$ cat config.mk
export PLATFORM = sky130hd
export DESIGN_NAME = macc_dot_sequencer
export DESIGN_NICKNAME = d
export VERILOG_FILES = /design/src/rtl/macc_dot_sequencer_pkg.sv /design/src/rtl/macc_dot_sequencer_vld_delay.sv /design/src/rtl/macc_dot_sequencer.sv
export SDC_FILE = /design/constraint.sdc
export NUM_CORES = 1
export LEC_CHECK = 0
export BUFFER_PORTS_ARGS = -buffer_cell sky130_fd_sc_hd__buf_2
export CORE_MARGIN = 2
export CORE_UTILIZATION = 50
export CTS_CLUSTER_SIZE = 16
export DETAILED_ROUTE_END_ITERATION = 12
export GPL_TIMING_DRIVEN = 1
export HOLD_SLACK_MARGIN = 0.06
export PLACE_DENSITY = 0.83
export SYNTH_ARGS = -nofsm -noshare
export SYNTH_HDL_FRONTEND = slang
export SYNTH_HIERARCHICAL = 1
export SYNTH_SLANG_ARGS = --single-unit
$ cat constraint.sdc
create_clock -name clk -period 3 [get_ports clk]
set_input_delay 0.9 -clock clk [delete_from_list [all_inputs] [get_ports clk]]
set_output_delay 0.9 -clock clk [all_outputs]
set_load 0.005 [all_outputs]
$ cat src/rtl/macc_dot_sequencer_pkg.sv
// Shared definitions for the dot-product sequencer: FSM state encoding and
// the drain length that covers memory plus MAC pipeline latency.
package macc_dot_sequencer_pkg;

    typedef enum logic [2:0] {
        ST_IDLE  = 3'd0,
        ST_CLEAR = 3'd1,
        ST_ISSUE = 3'd2,
        ST_DRAIN = 3'd3,
        ST_DONE  = 3'd4
    } state_e;

    localparam int DEF_MEM_LAT = 1;
    localparam int DEF_MAC_LAT = 2;
    localparam int DRAIN_CYC   = DEF_MEM_LAT + DEF_MAC_LAT;

    // Cycles from the last issued address until its product is on mac_acc.
    function automatic int drain_cycles(input int mem_lat, input int mac_lat);
        return mem_lat + mac_lat;
    endfunction

endpackage

$ cat src/rtl/macc_dot_sequencer_vld_delay.sv
// macc_vld_delay: STAGES-deep 1-bit shift register. Delays the read strobe so
// that the operand-valid flag lines up with the memory read data.
module macc_vld_delay #(
    parameter int STAGES = 1
) (
    input  logic clk,
    input  logic rst_n,
    input  logic in_vld,
    output logic out_vld
);

    generate
        if (STAGES == 0) begin : g_bypass
            assign out_vld = in_vld;
        end else begin : g_shift
            logic [STAGES-1:0] stage_q;
            logic [STAGES-1:0] stage_d;

            // Shift one position per cycle, new strobe enters at bit 0.
            always_comb begin
                stage_d    = stage_q << 1;
                stage_d[0] = in_vld;
            end

            // Stage registers, cleared by reset so no stale valid survives an abort.
            always_ff @(posedge clk or negedge rst_n) begin
                if (!rst_n) begin
                    stage_q <= '0;
                end else begin
                    stage_q <= stage_d;
                end
            end

            assign out_vld = stage_q[STAGES-1];
        end
    endgenerate

endmodule

$ cat src/rtl/macc_dot_sequencer.sv
// Dot-product sequencer: accepts a job (two base addresses and a length),
// clears the shared MAC, streams address pairs to the coefficient and sample
// banks, gates the returned operands into the MAC and, after the pipeline has
// drained, presents the accumulator as the result.
module macc_dot_sequencer
    import macc_dot_sequencer_pkg::*;
#(
    parameter int DATA_W  = 16,
    parameter int ACC_W   = 32,
    parameter int ADDR_W  = 8,
    parameter int MEM_LAT = 1,
    parameter int MAC_LAT = 2
) (
    input  logic              clk,
    input  logic              rst_n,
    input  logic              start_valid,
    output logic              start_ready,
    input  logic [ADDR_W:0]   start_len,
    input  logic [ADDR_W-1:0] coef_base,
    input  logic [ADDR_W-1:0] samp_base,
    output logic              rd_en,
    output logic [ADDR_W-1:0] coef_addr,
    output logic [ADDR_W-1:0] samp_addr,
    input  logic [DATA_W-1:0] coef_rdata,
    input  logic [DATA_W-1:0] samp_rdata,
    output logic              mac_clr,
    output logic [DATA_W-1:0] mac_a,
    output logic [DATA_W-1:0] mac_b,
    input  logic [ACC_W-1:0]  mac_acc,
    output logic              res_valid,
    input  logic              res_ready,
    output logic [ACC_W-1:0]  res_data,
    output logic              len_err,
    output logic              busy
);

    localparam int DRAIN_LEN = drain_cycles(MEM_LAT, MAC_LAT);
    localparam int CNT_W     = (DRAIN_LEN > 1) ? $clog2(DRAIN_LEN) : 1;
    localparam logic [CNT_W-1:0] DRAIN_LAST = CNT_W'(DRAIN_LEN - 1);
    // Largest legal length is 2^ADDR_W, i.e. only the MSB of start_len set.
    localparam logic [ADDR_W:0]  MAX_LEN    = {1'b1, {ADDR_W{1'b0}}};
    localparam logic [ADDR_W:0]  LEN_ONE    = (ADDR_W+1)'(1);
    localparam logic [ADDR_W-1:0] ADDR_ONE  = ADDR_W'(1);

    state_e              state_q,     state_d;
    logic [ADDR_W-1:0]   len_m1_q,    len_m1_d;
    logic [ADDR_W-1:0]   idx_q,       idx_d;
    logic [CNT_W-1:0]    drain_q,     drain_d;
    logic [ADDR_W-1:0]   coef_base_q, coef_base_d;
    logic [ADDR_W-1:0]   samp_base_q, samp_base_d;
    logic [ADDR_W-1:0]   coef_addr_q, coef_addr_d;
    logic [ADDR_W-1:0]   samp_addr_q, samp_addr_d;
    logic                rd_en_q,     rd_en_d;
    logic                mac_clr_q,   mac_clr_d;
    logic [ACC_W-1:0]    res_data_q,  res_data_d;
    logic                len_err_q,   len_err_d;
    logic                op_vld;
    logic                len_legal;

    assign len_legal = (start_len != '0) && (start_len <= MAX_LEN);

    // Next-state and registered-output computation for the job sequencer.
    always_comb begin
        state_d     = state_q;
        len_m1_d    = len_m1_q;
        idx_d       = idx_q;
        drain_d     = drain_q;
        coef_base_d = coef_base_q;
        samp_base_d = samp_base_q;
        coef_addr_d = coef_addr_q;
        samp_addr_d = samp_addr_q;
        rd_en_d     = rd_en_q;
        mac_clr_d   = 1'b0;
        res_data_d  = res_data_q;
        len_err_d   = len_err_q;

        case (state_q)
            ST_IDLE: begin
                // start_ready is high here, so start_valid alone accepts.
                if (start_valid) begin
                    if (len_legal) begin
                        state_d     = ST_CLEAR;
                        mac_clr_d   = 1'b1;
                        len_m1_d    = ADDR_W'(start_len - LEN_ONE);
                        coef_base_d = coef_base;
                        samp_base_d = samp_base;
                    end else begin
                        state_d    = ST_DONE;
                        res_data_d = '0;
                        len_err_d  = 1'b1;
                    end
                end
            end
            ST_CLEAR: begin
                state_d     = ST_ISSUE;
                rd_en_d     = 1'b1;
                idx_d       = '0;
                coef_addr_d = coef_base_q;
                samp_addr_d = samp_base_q;
            end
            ST_ISSUE: begin
                if (idx_q == len_m1_q) begin
                    state_d = ST_DRAIN;
                    rd_en_d = 1'b0;
                    drain_d = '0;
                end else begin
                    // Address arithmetic wraps naturally at 2^ADDR_W.
                    idx_d       = idx_q + ADDR_ONE;
                    coef_addr_d = coef_addr_q + ADDR_ONE;
                    samp_addr_d = samp_addr_q + ADDR_ONE;
                end
            end
            ST_DRAIN: begin
                if (drain_q == DRAIN_LAST) begin
                    state_d    = ST_DONE;
                    res_data_d = mac_acc;
                    len_err_d  = 1'b0;
                end else begin
                    drain_d = drain_q + CNT_W'(1);
                end
            end
            ST_DONE: begin
                if (res_ready) begin
                    state_d = ST_IDLE;
                end
            end
            default: begin
                state_d = ST_IDLE;
            end
        endcase
    end

    // State and output registers; reset abandons any job in flight.
    always_ff @(posedge clk or negedge rst_n) begin
        if (!rst_n) begin
            state_q     <= ST_IDLE;
            len_m1_q    <= '0;
            idx_q       <= '0;
            drain_q     <= '0;
            coef_base_q <= '0;
            samp_base_q <= '0;
            coef_addr_q <= '0;
            samp_addr_q <= '0;
            rd_en_q     <= 1'b0;
            mac_clr_q   <= 1'b0;
            res_data_q  <= '0;
            len_err_q   <= 1'b0;
        end else begin
            state_q     <= state_d;
            len_m1_q    <= len_m1_d;
            idx_q       <= idx_d;
            drain_q     <= drain_d;
            coef_base_q <= coef_base_d;
            samp_base_q <= samp_base_d;
            coef_addr_q <= coef_addr_d;
            samp_addr_q <= samp_addr_d;
            rd_en_q     <= rd_en_d;
            mac_clr_q   <= mac_clr_d;
            res_data_q  <= res_data_d;
            len_err_q   <= len_err_d;
        end
    end

    // Operand-valid is the read strobe delayed by the memory latency.
    macc_vld_delay #(
        .STAGES (MEM_LAT)
    ) u_vld_delay (
        .clk     (clk),
        .rst_n   (rst_n),
        .in_vld  (rd_en_q),
        .out_vld (op_vld)
    );

    // The MAC accumulates every cycle, so feed it zeros outside valid slots.
    assign mac_a = op_vld ? coef_rdata : '0;
    assign mac_b = op_vld ? samp_rdata : '0;

    assign start_ready = (state_q == ST_IDLE);
    assign busy        = (state_q != ST_IDLE);
    assign res_valid   = (state_q == ST_DONE);
    assign rd_en       = rd_en_q;
    assign coef_addr   = coef_addr_q;
    assign samp_addr   = samp_addr_q;
    assign mac_clr     = mac_clr_q;
    assign res_data    = res_data_q;
    assign len_err     = len_err_q;

endmodule
Word level (Yosys, flattened, before mapping)
Cells that the tools add are included.
Widths: inputs -> output; s select.
{"block": "op_classes", "add_sub_neg": 5, "mux": 30, "magnitude_cmp": 1, "reduce_logical": 13, "n_eq_ne": 13}
{"cell": "$mux 32", "n": 3}
{"cell": "$pmux 32 s2", "n": 1}
{"cell": "$pmux 8 s2", "n": 3}
{"cell": "$mux 16", "n": 2}
{"cell": "$add 8x1->8 const B", "n": 3}
{"cell": "$mux 8", "n": 3}
{"cell": "$mux 3", "n": 5}
{"cell": "$pmux 3 s5", "n": 1}
{"cell": "$ne 2x2->1 const B", "n": 6}
{"cell": "$le 9x9->1 const B", "n": 1}
{"cell": "$reduce_bool 9->1", "n": 1}
{"cell": "$eq 8x8->1", "n": 1}
{"cell": "$reduce_and 4->1", "n": 2}
{"cell": "$sub 8x1->8 const B", "n": 1}
{"cell": "$mux 1", "n": 7}
{"cell": "$eq 3x2->1 const B", "n": 2}
{"cell": "$reduce_and 3->1", "n": 2}
{"cell": "$reduce_bool 2->1", "n": 3}
{"cell": "$mux 2", "n": 2}
{"cell": "$pmux 1 s2", "n": 2}
{"cell": "$pmux 2 s2", "n": 1}
{"cell": "$reduce_and 2->1", "n": 2}
{"cell": "$eq 3x1->1 const B", "n": 1}
{"cell": "$eq 3x3->1 const B", "n": 1}
{"cell": "other kinds (6)", "n": 6}
{"block": "word_totals", "inputBits": 93, "register_bits": 89, "wordCells": 75}

Longest topological paths before layout
Gate-level depths: netlist (run 1).
{"block": "depth", "depth_word": 5, "ltp_mapped": 9}

By module
The synthesis (run 1) kept the hierarchy.
{"mod": "macc_dot_sequencer", "seq_area_each_um2": 2202.1, "cells_per_inst": 377, "n_inst": 1, "area_each_um2": 4227.8}
{"mod": "macc_vld_delay", "seq_area_each_um2": 25.0, "cells_per_inst": 1, "n_inst": 1, "area_each_um2": 25.0}

Least setup slack after synthesis (run 1)
Ideal clock, no wire load.
{"block": "synth_timing", "kind": "input port to flip-flop", "start": "in start_len[0]", "end": "reg coef_base_q[0]", "path_stages": 8, "setup_time_ns": 0.125, "arrival_ns": 2.480, "path_slack_ns": 0.395, "path_cell_list": "inv_1 ha_1 nor3b_1 a21boi_2 or4_4 buf_6 buf_12 mux2_4"}
{"block": "synth_via", "elab_chain_cells": 3}
{"element": "from (decl)", "line_no": "macc_dot_sequencer.sv:18", "text": "input logic [ADDR_W:0] start_len,"}
{"element": "$le 9x9->1 / $reduce_bool 9->1 (equally long branches)", "line_no": "macc_dot_sequencer.sv:60", "text": "assign len_legal = (start_len != '0) && (start_len <= MAX_LEN);"}
{"element": "$logic_and 1x1->1 (*)", "line_no": "macc_dot_sequencer.sv:60"}
{"element": "$reduce_and 3->1 (no line) (*)"}
{"element": "to (signal assigned)", "line_no": "macc_dot_sequencer.sv:153", "text": "coef_base_q <= coef_base_d;"}
{"element": "to (decl)", "line_no": "macc_dot_sequencer.sv:49", "text": "logic [ADDR_W-1:0] coef_base_q, coef_base_d;"}
Every way passes the cells marked *; elsewhere a longest branch is shown, timed or not.
A chain may end at the register's enable or synchronous reset.

Worst setup path in the final report (run 1)
{"block": "layout_timing", "start": "in start_len[0]", "end": "reg coef_base_q[6]"}
The elaborated chain is that of the path after synthesis.

==> flow_summary.toml, run 1 <==
[detailed_routing]
dr_total_vias = 3555
wl_um = 10400
initialDrtViolationCount = 126
post_drt_antenna_nets = 0
wl_per_cell_um = 15.8
drc = 0
drt_pre_antenna_iters = 4
vias_per_cell = 5.38

[sta]
finalCriticalPeriod_ns = 2.49
final_clock_period_utilization_by_the_worst_path_pct = 83.1
tightestPinTransition_ns = 0.749
timing.slew.headroom_pct = 50.0
fmax_mhz = 401
hold-worst-slack_ns = 0.410
setup_viol = 0
grt_setup_unrepaired = "false"
slew_limit_fails = 0
fin_skew_ns = 0.0119
final-hold-violation-count = 0
finalSetupTns_ns = 0

[setup_path]
slowest_delay_ns = 0.73
criticalPathCategory = "in2reg"
setup.worst_path.end_class = "flop"
critPathTopFamily = "simple AND/OR/NAND/NOR gates"
slowest_stage = "sky130_fd_sc_hd__or4_4"
worst-endpoint-arrival_ns = 2.73
critical_path.max_fanout = 33
cp.required_ns = 3.24
crit_chain = "buf_2 -> inv_1 -> ha_1 -> nor3b_1 -> a21boi_2 -> or4_4 -> mux2_4"
worstSetupStartpointType = "input port"
worstPathBufferInverterCount = 2

[cells_and_area]
final_cell_count_no_fill = 661
drive_above_1_share_pct = 40.5
postLayoutCoreUtil_pct = 66.0
antenna_cells = 0
final_nets = 650
postLayoutCellArea_um2 = 5430
area_growth_syn_to_layout_pct = 27.6

[global_route]
groute.usage.overall_pct = 23.4
grt_start_max_net_pins = 90
antenna_found_initial = 0
grt_first_pass_wirelength_um = 16600
first_global_vias = 3449
gr-total-overflow = 0

[clock_network]
clock_tree_from_tritoncts = "built"
cts-root-buf = "sky130_fd_sc_hd__clkbuf_8"
clock_sink_count = 89
post_cts_hold_buffer_count = 0
post_cts.repair.setup_buffers = 0
clk_path_buf_depth = 2
post_cts_resized = 0
clkLatencyLatePin_ns = 0.35
cts.clk_slew.worst_paths_ns = 0.10
cts_max_level = 3
cts_buffers = 9

[synth]
synth_cell_types = 53
syn-num-nets = 477
ys_warn_count = 6
ys_async_sr_fraction_pct = 100
synth-edff-count = 0
synth_cells = 378
yosys_most_used_dff = "sky130_fd_sc_hd__dfrtp_1"
avgSynthCellArea_um2 = 11.3
ys_ff_latch = 89
syn_area_um2 = 4250
synth.yosys.seq_area_share_pct = 52.4

[placed_design]
dpl.hpwl_um = 7600
place.detailed.instances = 645
gp_congestion = 0.752
placedInstanceArea_um2 = 5240
placement.io_buffers = 178

[floorplanning]
die_area_um2 = 9260
floorplan.io_pins = 179
chipHeight_um = 96.2
fp.coreArea_um2 = 8220
die_width_um = 96.2
floorplan.initialDensity_pct = 51.8
std_cell_rows = 33

[pwr]
power_leakage_nw = 2.82
switchingPower_mw = 1.88
max-vdd-ir-drop_mv = 0.364
power.switching_fraction_pct = 37.6
clockPowerShare_pct = 15.4
seq_power_share_pct = 43.3
power.internal_mw = 3.12
pwr-share-comb_pct = 41.3
power_density_nw_per_um2 = 921

[job]
max-cap-violations = 0

[run_status]
status = "finished, final reports clean"

[min_path]
min-delay-path-class = "reg2reg"
[path summary, 6_finish.rpt]
path                              startpoint                  end  slack (ns)  cells after the start
worst min register to register         rd_en  u_vld_delay/out_vld        0.41                      0
worst max-delay path            start_len[0]       coef_base_q[6]        0.51                      7
worst min-delay path                   rd_en  u_vld_delay/out_vld        0.41                      0
max in group asynchronous              rst_n          res_data[6]        2.08                      2
min in group asynchronous              rst_n              mac_clr        0.58                      2
worst max register to register      idx_q[3]             idx_q[6]        0.75                      6
[power by group through the flow]
| stage | Sequential (mW) | Clock, mW | Combinational (mW) |
|---|---|---|---|
| 2_1_floorplan | 2.08 | 0 | 1.31 |
| 3_3_place_gp | 2.15 | 0 | 1.99 |
| 3_5_place_dp | 2.16 | 0 | 2.08 |
| 4_1_cts | 2.16 | 0.785 | 2.08 |
| 5_1_grt | 2.24 | 0.838 | 2.29 |
| 6_report | 2.17 | 0.767 | 2.06 |
[layout by cell type, fill, tap and decap left out, drive strengths merged, types with 5 or more instances in the layout]
| cell | instances |
|---|---|
| nor2 | 17 |
| ha | 6 |
| o21ai | 16 |
| a31oi | 5 |
| xor2 | 11 |
| clkbuf | 9 |
| a22o | 35 |
| o32ai | 8 |
| dfrtp | 89 |
| and2 | 33 |
| mux2 | 16 |
| nor2b | 6 |
| and3 | 9 |
| nand3 | 6 |
| inv | 11 |
| nand2 | 31 |
| buf | 185 |
[cell type report]
cell class	instances	area [µm²]
clock buffer	9	124
sequential	89	2230
timing repair buffer	185	971
fill	671	2790
clock inverter	7	60.1
tap	105	131
inverter	8	30.0
multi-input combinational	258	1880
[flip-flops by register name, indices dropped and copies added (netlist names)]
register and count:
coef_base_q 8, state_q 3, idx_q 8, coef_addr 8, res_data 32, rd_en 1, u_vld_delay/out_vld 1, drain_q 2
samp_addr 8, len_m1_q 8, samp_base_q 8, len_err 1, mac_clr 1
[metal layers]
metal	global-route usage, %	up-vias	routed length, µm
met2	36.5	114	5000
met1	32.1	1716	4650
met5	0	-	0
met3	4.93	10	678
li1	-	1715	-
met4	9.05	0	121
[stage by stage]
stage | setup WS (ns) | total power [mW]
after floorplan | 0.395 | 3.39
after global routing | 0.367 | 5.37
after CTS | 0.498 | 5.03
final | 0.506 | 5.00
after detailed placement | 0.113 | 4.25
after global placement | 0.174 | 4.14
[synth_stat cells, drive strengths merged, types with 2 or more instances]
master / instances / share of area (%)
o32ai: 8 / 1.6
nor3: 4 / 0.47
nor2: 17 / 1.5
a21oi: 3 / 0.35
nor2b: 6 / 0.88
o21ai: 16 / 1.9
o22ai: 4 / 0.59
or3: 2 / 0.41
o221a: 3 / 0.79
a31oi: 5 / 0.74
nand2: 31 / 2.7
dfrtp: 89 / 52
nor3b: 2 / 0.35
and3: 9 / 1.3
xnor2: 3 / 0.62
nor4: 3 / 0.79
o211ai: 4 / 0.71
and2: 33 / 4.9
nand3: 6 / 0.71
nand4: 2 / 0.29
inv: 8 / 0.71
a22o: 35 / 7.2
nand2b: 3 / 0.44
clkbuf: 18 / 1.6
xor2: 11 / 2.3
a32oi: 4 / 0.82
mux2: 16 / 5.4
o31a: 4 / 0.82
mux2i: 2 / 0.47
buf: 5 / 1.2
ha: 6 / 1.8
o21a: 2 / 0.35
[worst reg2reg max path, stage by stage (launching register included)]
cell	delay [ns]
sky130_fd_sc_hd__dfrtp_1	0.45
sky130_fd_sc_hd__xor2_1	0.18
sky130_fd_sc_hd__nor4_1	0.52
sky130_fd_sc_hd__a21oi_2	0.27
sky130_fd_sc_hd__buf_4	0.28
sky130_fd_sc_hd__and3_1	0.19
sky130_fd_sc_hd__a221o_1	0.26
[kinds of logic (layout without fill, tap and decap cells)]
kind of cell | after synthesis | in the layout | synth area share (%)
AO/OA/AOI/OAI | 98 | 98 | 18.0
XOR/XNOR | 14 | 14 | 2.88
AND/OR/NAND/NOR | 122 | 122 | 15.6
flip-flops | 89 | 89 | 52.4
buffers and inverters | 31 | 209 | 3.50
adder cells (fa/ha/maj) | 6 | 6 | 1.77
multiplexers | 18 | 18 | 5.85
No activity file was read; power rests on OpenSTA's default activity.
==> run 2, diff against run 1 <==
- ABC_AREA: not set -> 1
- CORE_UTILIZATION: 50 -> 49
- PLACE_DENSITY: 0.83 -> 0.8
- clock period: 3 -> 2.5 ns (I/O delays scaled with it)
==> run 2 against run 1 <==
Die area rose by 9.6%. Via count rose by 27%. Sequential power grew 15%. Worst hold slack lost 0.097 ns.
==> flow_summary.toml, run 2 <==
[global_route]
met3_usage_pct = 6.24
grt_most_used_layer = "met2"
first_global_vias = 4196
gr-total-overflow = 0
antenna_found_initial = 0
grt_start_max_net_pins = 35
grt_first_pass_wirelength_um = 18400
gr-usage-met1_pct = 28.0
met2_usage_pct = 37.9
groute.usage.overall_pct = 22.6

[pwr]
total_power_mw = 5.94
max-vdd-ir-drop_mv = 0.603
seq_power_share_pct = 42.0
clockPowerShare_pct = 17.0
power_leakage_nw = 3.64
switchingPower_mw = 2.41
power.switching_fraction_pct = 40.6
pwr-share-comb_pct = 41.0
power_density_nw_per_um2 = 1030
power.internal_mw = 3.53

[sta]
grt_setup_unrepaired = "false"
final_clock_period_utilization_by_the_worst_path_pct = 85.0
fmax_mhz = 470
finalSetupTns_ns = 0
fin_skew_ns = 0.00973
tightestPinTransition_ns = 0.698
final-hold-violation-count = 0
timing.slew.headroom_pct = 53.4
finalCriticalPeriod_ns = 2.13
slew_limit_fails = 0
setup_viol = 0

[synth]
main_combinational_cell_family_by_area_after_synthesis = "simple AND/OR/NAND/NOR gates"
synth_compound_area_share_pct = 2.37
synth_mux_area_share_pct = 0
synth_cell_types = 24
yosys.cell_count.top_type = "sky130_fd_sc_hd__nand2_1"
synth.largest_area_cell = "sky130_fd_sc_hd__dfrtp_1"
syn-num-nets = 729
synthXorXnorAreaFrac_pct = 3.44
synth_adder_area_share_pct = 1.64
netlist_top_cells_area = "sky130_fd_sc_hd__dfrtp_1, sky130_fd_sc_hd__nand2_1, sky130_fd_sc_hd__inv_1, sky130_fd_sc_hd__nand3_1, sky130_fd_sc_hd__o21ai_0"
synth.yosys.seq_area_share_pct = 48.6
yosys_most_used_dff = "sky130_fd_sc_hd__dfrtp_1"
ys_ff_latch = 89
synth-simple-area-share_pct = 35.6
ys_async_sr_fraction_pct = 100
ys_warn_count = 6
avgSynthCellArea_um2 = 7.28
synth_cells = 630
synth.top_cells.by_count = "sky130_fd_sc_hd__nand2_1, sky130_fd_sc_hd__dfrtp_1, sky130_fd_sc_hd__inv_1"
synth_top_area_share_pct = 48.6
synth-edff-count = 0
syn_area_um2 = 4590

[cells_and_area]
drive_above_1_share_pct = 26.5
final.fill_count = 809
largest_register_ff_count = 32
final_nets = 906
antenna_cells = 0
regArea_um2 = 2230
multi_input_comb_area_um2 = 1970
layout_commonest_cell = "sky130_fd_sc_hd__nand2_1"
area_growth_syn_to_layout_pct = 26.1
layout_common_cells = "sky130_fd_sc_hd__nand2_1, sky130_fd_sc_hd__buf_2, sky130_fd_sc_hd__dfrtp_1"

[clock_network]
cts_buffers = 9
clkLatencyLatePin_ns = 0.36
clock_sink_count = 89
clock_tree_from_tritoncts = "built"
cts_max_level = 3
cts-root-buf = "sky130_fd_sc_hd__clkbuf_8"
post_cts_resized = 0
post_cts_hold_buffer_count = 0
cts.clk_slew.worst_paths_ns = 0.09
post_cts.repair.setup_buffers = 0
clk_path_buf_depth = 2

[setup_path]
crit_path_start = "state_q[2]"
cp.required_ns = 1.75
criticalPathCategory = "reg2out"
setup.worst_path.end_class = "output port"
worstPathBufferInverterCount = 2
critical_path.max_fanout = 6
worst-endpoint-arrival_ns = 1.38
critPathTopFamily = "flip-flops"
reg2reg_from = "state_q[2]"
crit_chain = "nor3_2 -> inv_1 -> buf_2"
slowest_stage = "sky130_fd_sc_hd__dfrtp_1"
slowest_delay_ns = 0.41
worstSetupStartpointType = "flop"

[run_status]
status = "finished, final reports clean"

[placed_design]
dpl.hpwl_um = 8460
placement.io_buffers = 178
gp_congestion = 0.884

[detailed_routing]
vias_per_cell = 4.88
wl_um = 11200
dr_total_vias = 4500
post_drt_antenna_nets = 0
drc = 0
drt_pre_antenna_iters = 5
initialDrtViolationCount = 168
wl_per_cell_um = 12.2

[floorplanning]
die_width_um = 101
floorplan.io_pins = 179
fp.coreArea_um2 = 9150
std_cell_rows = 35
die_area_um2 = 10100
chipHeight_um = 101
floorplan.initialDensity_pct = 50.1

[job]
max-cap-violations = 0

[min_path]
min-delay-path-class = "in2async"
==> run 2: changes by cell type after synthesis, sizes merged, moves of 5 or more <==
cell,change
mux2,-16
a22o,-35
buf,+10
and3,-9
nand3,+43
xnor2,+6
nand2,+290
and2,-33
clkbuf,-11
inv,+64
a31oi,-5
nor2b,-6
o32ai,-8
==> run 2: cell type report <==
class | count | area share (%)
multi-input combinational | 447 | 34.2
clock buffer | 9 | 2.14
clock inverter | 7 | 1.34
sequential | 89 | 38.5
timing repair buffer | 188 | 16.8
inverter | 72 | 4.68
tap | 111 | 2.40
==> run 2: per-stage QoR <==
step / utilization (%) / hold slack [ns] / setup slack, ns / instance area (µm²) / cells
after detailed placement: 61.0 / 0.400 / 0.295 / 5580 / 907
final: 63.2 / 0.312 / 0.374 / 5780 / 923
after global routing: 63.2 / 0.326 / 0.184 / 5780 / 923
after global placement: 61.0 / 0.390 / 0.360 / 5580 / 907
after floorplan: - / 0.396 / 0.641 / 4590 / 630
after CTS: 63.2 / 0.323 / 0.347 / 5780 / 923
==> run 2: cell families after synthesis <==
family                   count (synthesis)
XOR/XNOR                                18
adder cells (fa/ha/maj)                  6
buffers and inverters                   94
AND/OR/NAND/NOR                        403
AO/OA/AOI/OAI                           20
flip-flops                              89
==> run 2: power groups by stage <==
stage | Sequential, mW | Combinational, mW | Clock [mW]
4_1_cts | 2.49 | 2.46 | 1.04
6_report | 2.49 | 2.43 | 1.01
2_1_floorplan | 2.47 | 1.49 | 0
3_3_place_gp | 2.49 | 2.37 | 0
5_1_grt | 2.57 | 2.82 | 1.09
3_5_place_dp | 2.50 | 2.46 | 0
==> run 2: final timing paths <==
kind | to | slack [ns] | cells after the start
max reg2reg | samp_addr[0] | 0.41 | 7
min in group clk | u_vld_delay/out_vld | 0.42 | 0
min reg2reg | u_vld_delay/out_vld | 0.42 | 0
max in group asynchronous | res_data[3] | 1.41 | 2
min | samp_addr[4] | 0.31 | 1
max | busy | 0.37 | 3
==> run 2: routing by layer <==
layer / share of wire [%] / vias up
li1: - / 2262
met1: 42 / 2052
met2: 48 / 171
met3: 8.5 / 15
met4: 1.3 / 0
met5: 0 / -
==> run 3, diff against run 2 <==
- PLACE_DENSITY: 0.8 -> not set
- PLACE_DENSITY_LB_ADDON: not set -> 0.2
==> run 3 against run 2 <==
Utilization fell by 0.30 points. Die area did not move. Non-clock buffer count fell by 2. Clock power fell by 9.7%. Power fell by 1.5%. Count of clock-buffer cells in the layout did not move. Via count fell by 1.4%. First-iteration DRC count rose by 55%.
==> flow_summary.toml, run 3 (synthesized netlist as in run 2, its figures left out) <==
[cells_and_area]
multi_input_comb_area_um2 = 1970
postLayoutCoreUtil_pct = 62.9
final_nets = 904
layout_commonest_cell = "sky130_fd_sc_hd__nand2_1"
antenna_cells = 0
layout_common_cells = "sky130_fd_sc_hd__nand2_1, sky130_fd_sc_hd__buf_2, sky130_fd_sc_hd__dfrtp_1"
drive_above_1_share_pct = 26.3
final.fill_count = 841
final_cell_count_no_fill = 921
postLayoutCellArea_um2 = 5750
largest_register_ff_count = 32
area_growth_syn_to_layout_pct = 25.5
regArea_um2 = 2230

[detailed_routing]
initialDrtViolationCount = 260
vias_per_cell = 4.82
wl_um = 11400
drt_pre_antenna_iters = 5
dr_total_vias = 4437
post_drt_antenna_nets = 0
drc = 0
wl_per_cell_um = 12.4

[sta]
fmax_mhz = 454
final_clock_period_utilization_by_the_worst_path_pct = 88.1
setup_viol = 0
tightestPinTransition_ns = 0.718
slew_limit_fails = 0
grt_setup_unrepaired = "false"
timing.slew.headroom_pct = 52.0
final.setup.worst_slack_ns = 0.297
hold-worst-slack_ns = 0.337
fin_skew_ns = 0.00988
finalCriticalPeriod_ns = 2.20
finalSetupTns_ns = 0
final-hold-violation-count = 0

[global_route]
antenna_found_initial = 0
grt_first_pass_wirelength_um = 19000
first_global_vias = 4218
gr-total-overflow = 0
groute.usage.overall_pct = 23.4
grt_start_max_net_pins = 46

[setup_path]
crit_path_start = "state_q[2]"
cp.required_ns = 1.75
worstSetupStartpointType = "flop"
critical_path.max_fanout = 6
criticalPathCategory = "reg2out"
worst-endpoint-arrival_ns = 1.45
setup.worst_path.end_class = "output port"
ff2ff_setup_slack_ns = 0.58
reg2reg_from = "state_q[2]"

[pwr]
power_density_nw_per_um2 = 1020
power_leakage_nw = 3.62
pwr-share-comb_pct = 41.4
seq_power_share_pct = 43.0
power.internal_mw = 3.42
clockPowerShare_pct = 15.6
max-vdd-ir-drop_mv = 0.565
total_power_mw = 5.85
switchingPower_mw = 2.43
power.switching_fraction_pct = 41.5

[placed_design]
placedInstanceArea_um2 = 5580
placement.setup.worst_slack_ns = 0.177
place.detailed.instances = 905
gp_congestion = 0.822
dpl.hpwl_um = 8390
placement.io_buffers = 178

[floorplanning]
fp.coreArea_um2 = 9150
std_cell_rows = 35
floorplan.io_pins = 179
floorplan.initialDensity_pct = 50.1
die_width_um = 101
die_area_um2 = 10100
chipHeight_um = 101

[clock_network]
post_cts_hold_buffer_count = 0
clkLatencyLatePin_ns = 0.36
clk_path_buf_depth = 2
clock_tree_from_tritoncts = "built"
clock_sink_count = 89
cts.clk_slew.worst_paths_ns = 0.10
cts_buffers = 9
cts_max_level = 3
cts-root-buf = "sky130_fd_sc_hd__clkbuf_8"
post_cts.repair.setup_buffers = 0
post_cts_resized = 0

[run_status]
status = "finished, final reports clean"

[min_path]
min-delay-path-class = "in2async"

[job]
max-cap-violations = 0
-- run 3: cell type report --
type	instances	area share [%]
sequential	89	38.7
multi-input combinational	447	34.3
timing repair buffer	186	16.8
inverter	72	4.70
tap	111	2.41
clock buffer	9	2.15
clock inverter	7	0.913
-- run 3: critical path, cell delays in order (launching register included) --
cell	delay [ns]
sky130_fd_sc_hd__dfrtp_1	0.42
sky130_fd_sc_hd__nor3_2	0.46
sky130_fd_sc_hd__inv_1	0.08
sky130_fd_sc_hd__buf_2	0.14
-- run 3: per-layer routing --
metal | part of all wire [%] | routed length (µm) | global-route usage [%] | up-vias
met2 | 49 | 5590 | 41.4 | 172
met1 | 43 | 4890 | 29.0 | 1995
met3 | 7.5 | 854 | 5.55 | 10
met5 | 0 | 0 | 0 | -
met4 | 0.83 | 95 | 5.16 | 0
li1 | - | - | - | 2260
-- run 3: worst paths after layout --
| path | to | cells past startpoint |
|---|---|---|
| worst max register to register | idx_q[3] | 7 |
| worst min register to register | u_vld_delay/out_vld | 0 |
| worst max-delay path | busy | 3 |
| worst min-delay path | samp_addr[1] | 1 |
| max in group asynchronous | res_data[25] | 2 |
| min in group clk | u_vld_delay/out_vld | 0 |
-- run 3: power by group through the flow --
stage / Sequential [mW] / Clock (mW) / Combinational [mW]
2_1_floorplan: 2.47 / 0 / 1.49
3_3_place_gp: 2.51 / 0 / 2.36
3_5_place_dp: 2.52 / 0 / 2.45
4_1_cts: 2.52 / 0.947 / 2.45
5_1_grt: 2.61 / 0.999 / 2.82
6_report: 2.52 / 0.912 / 2.42
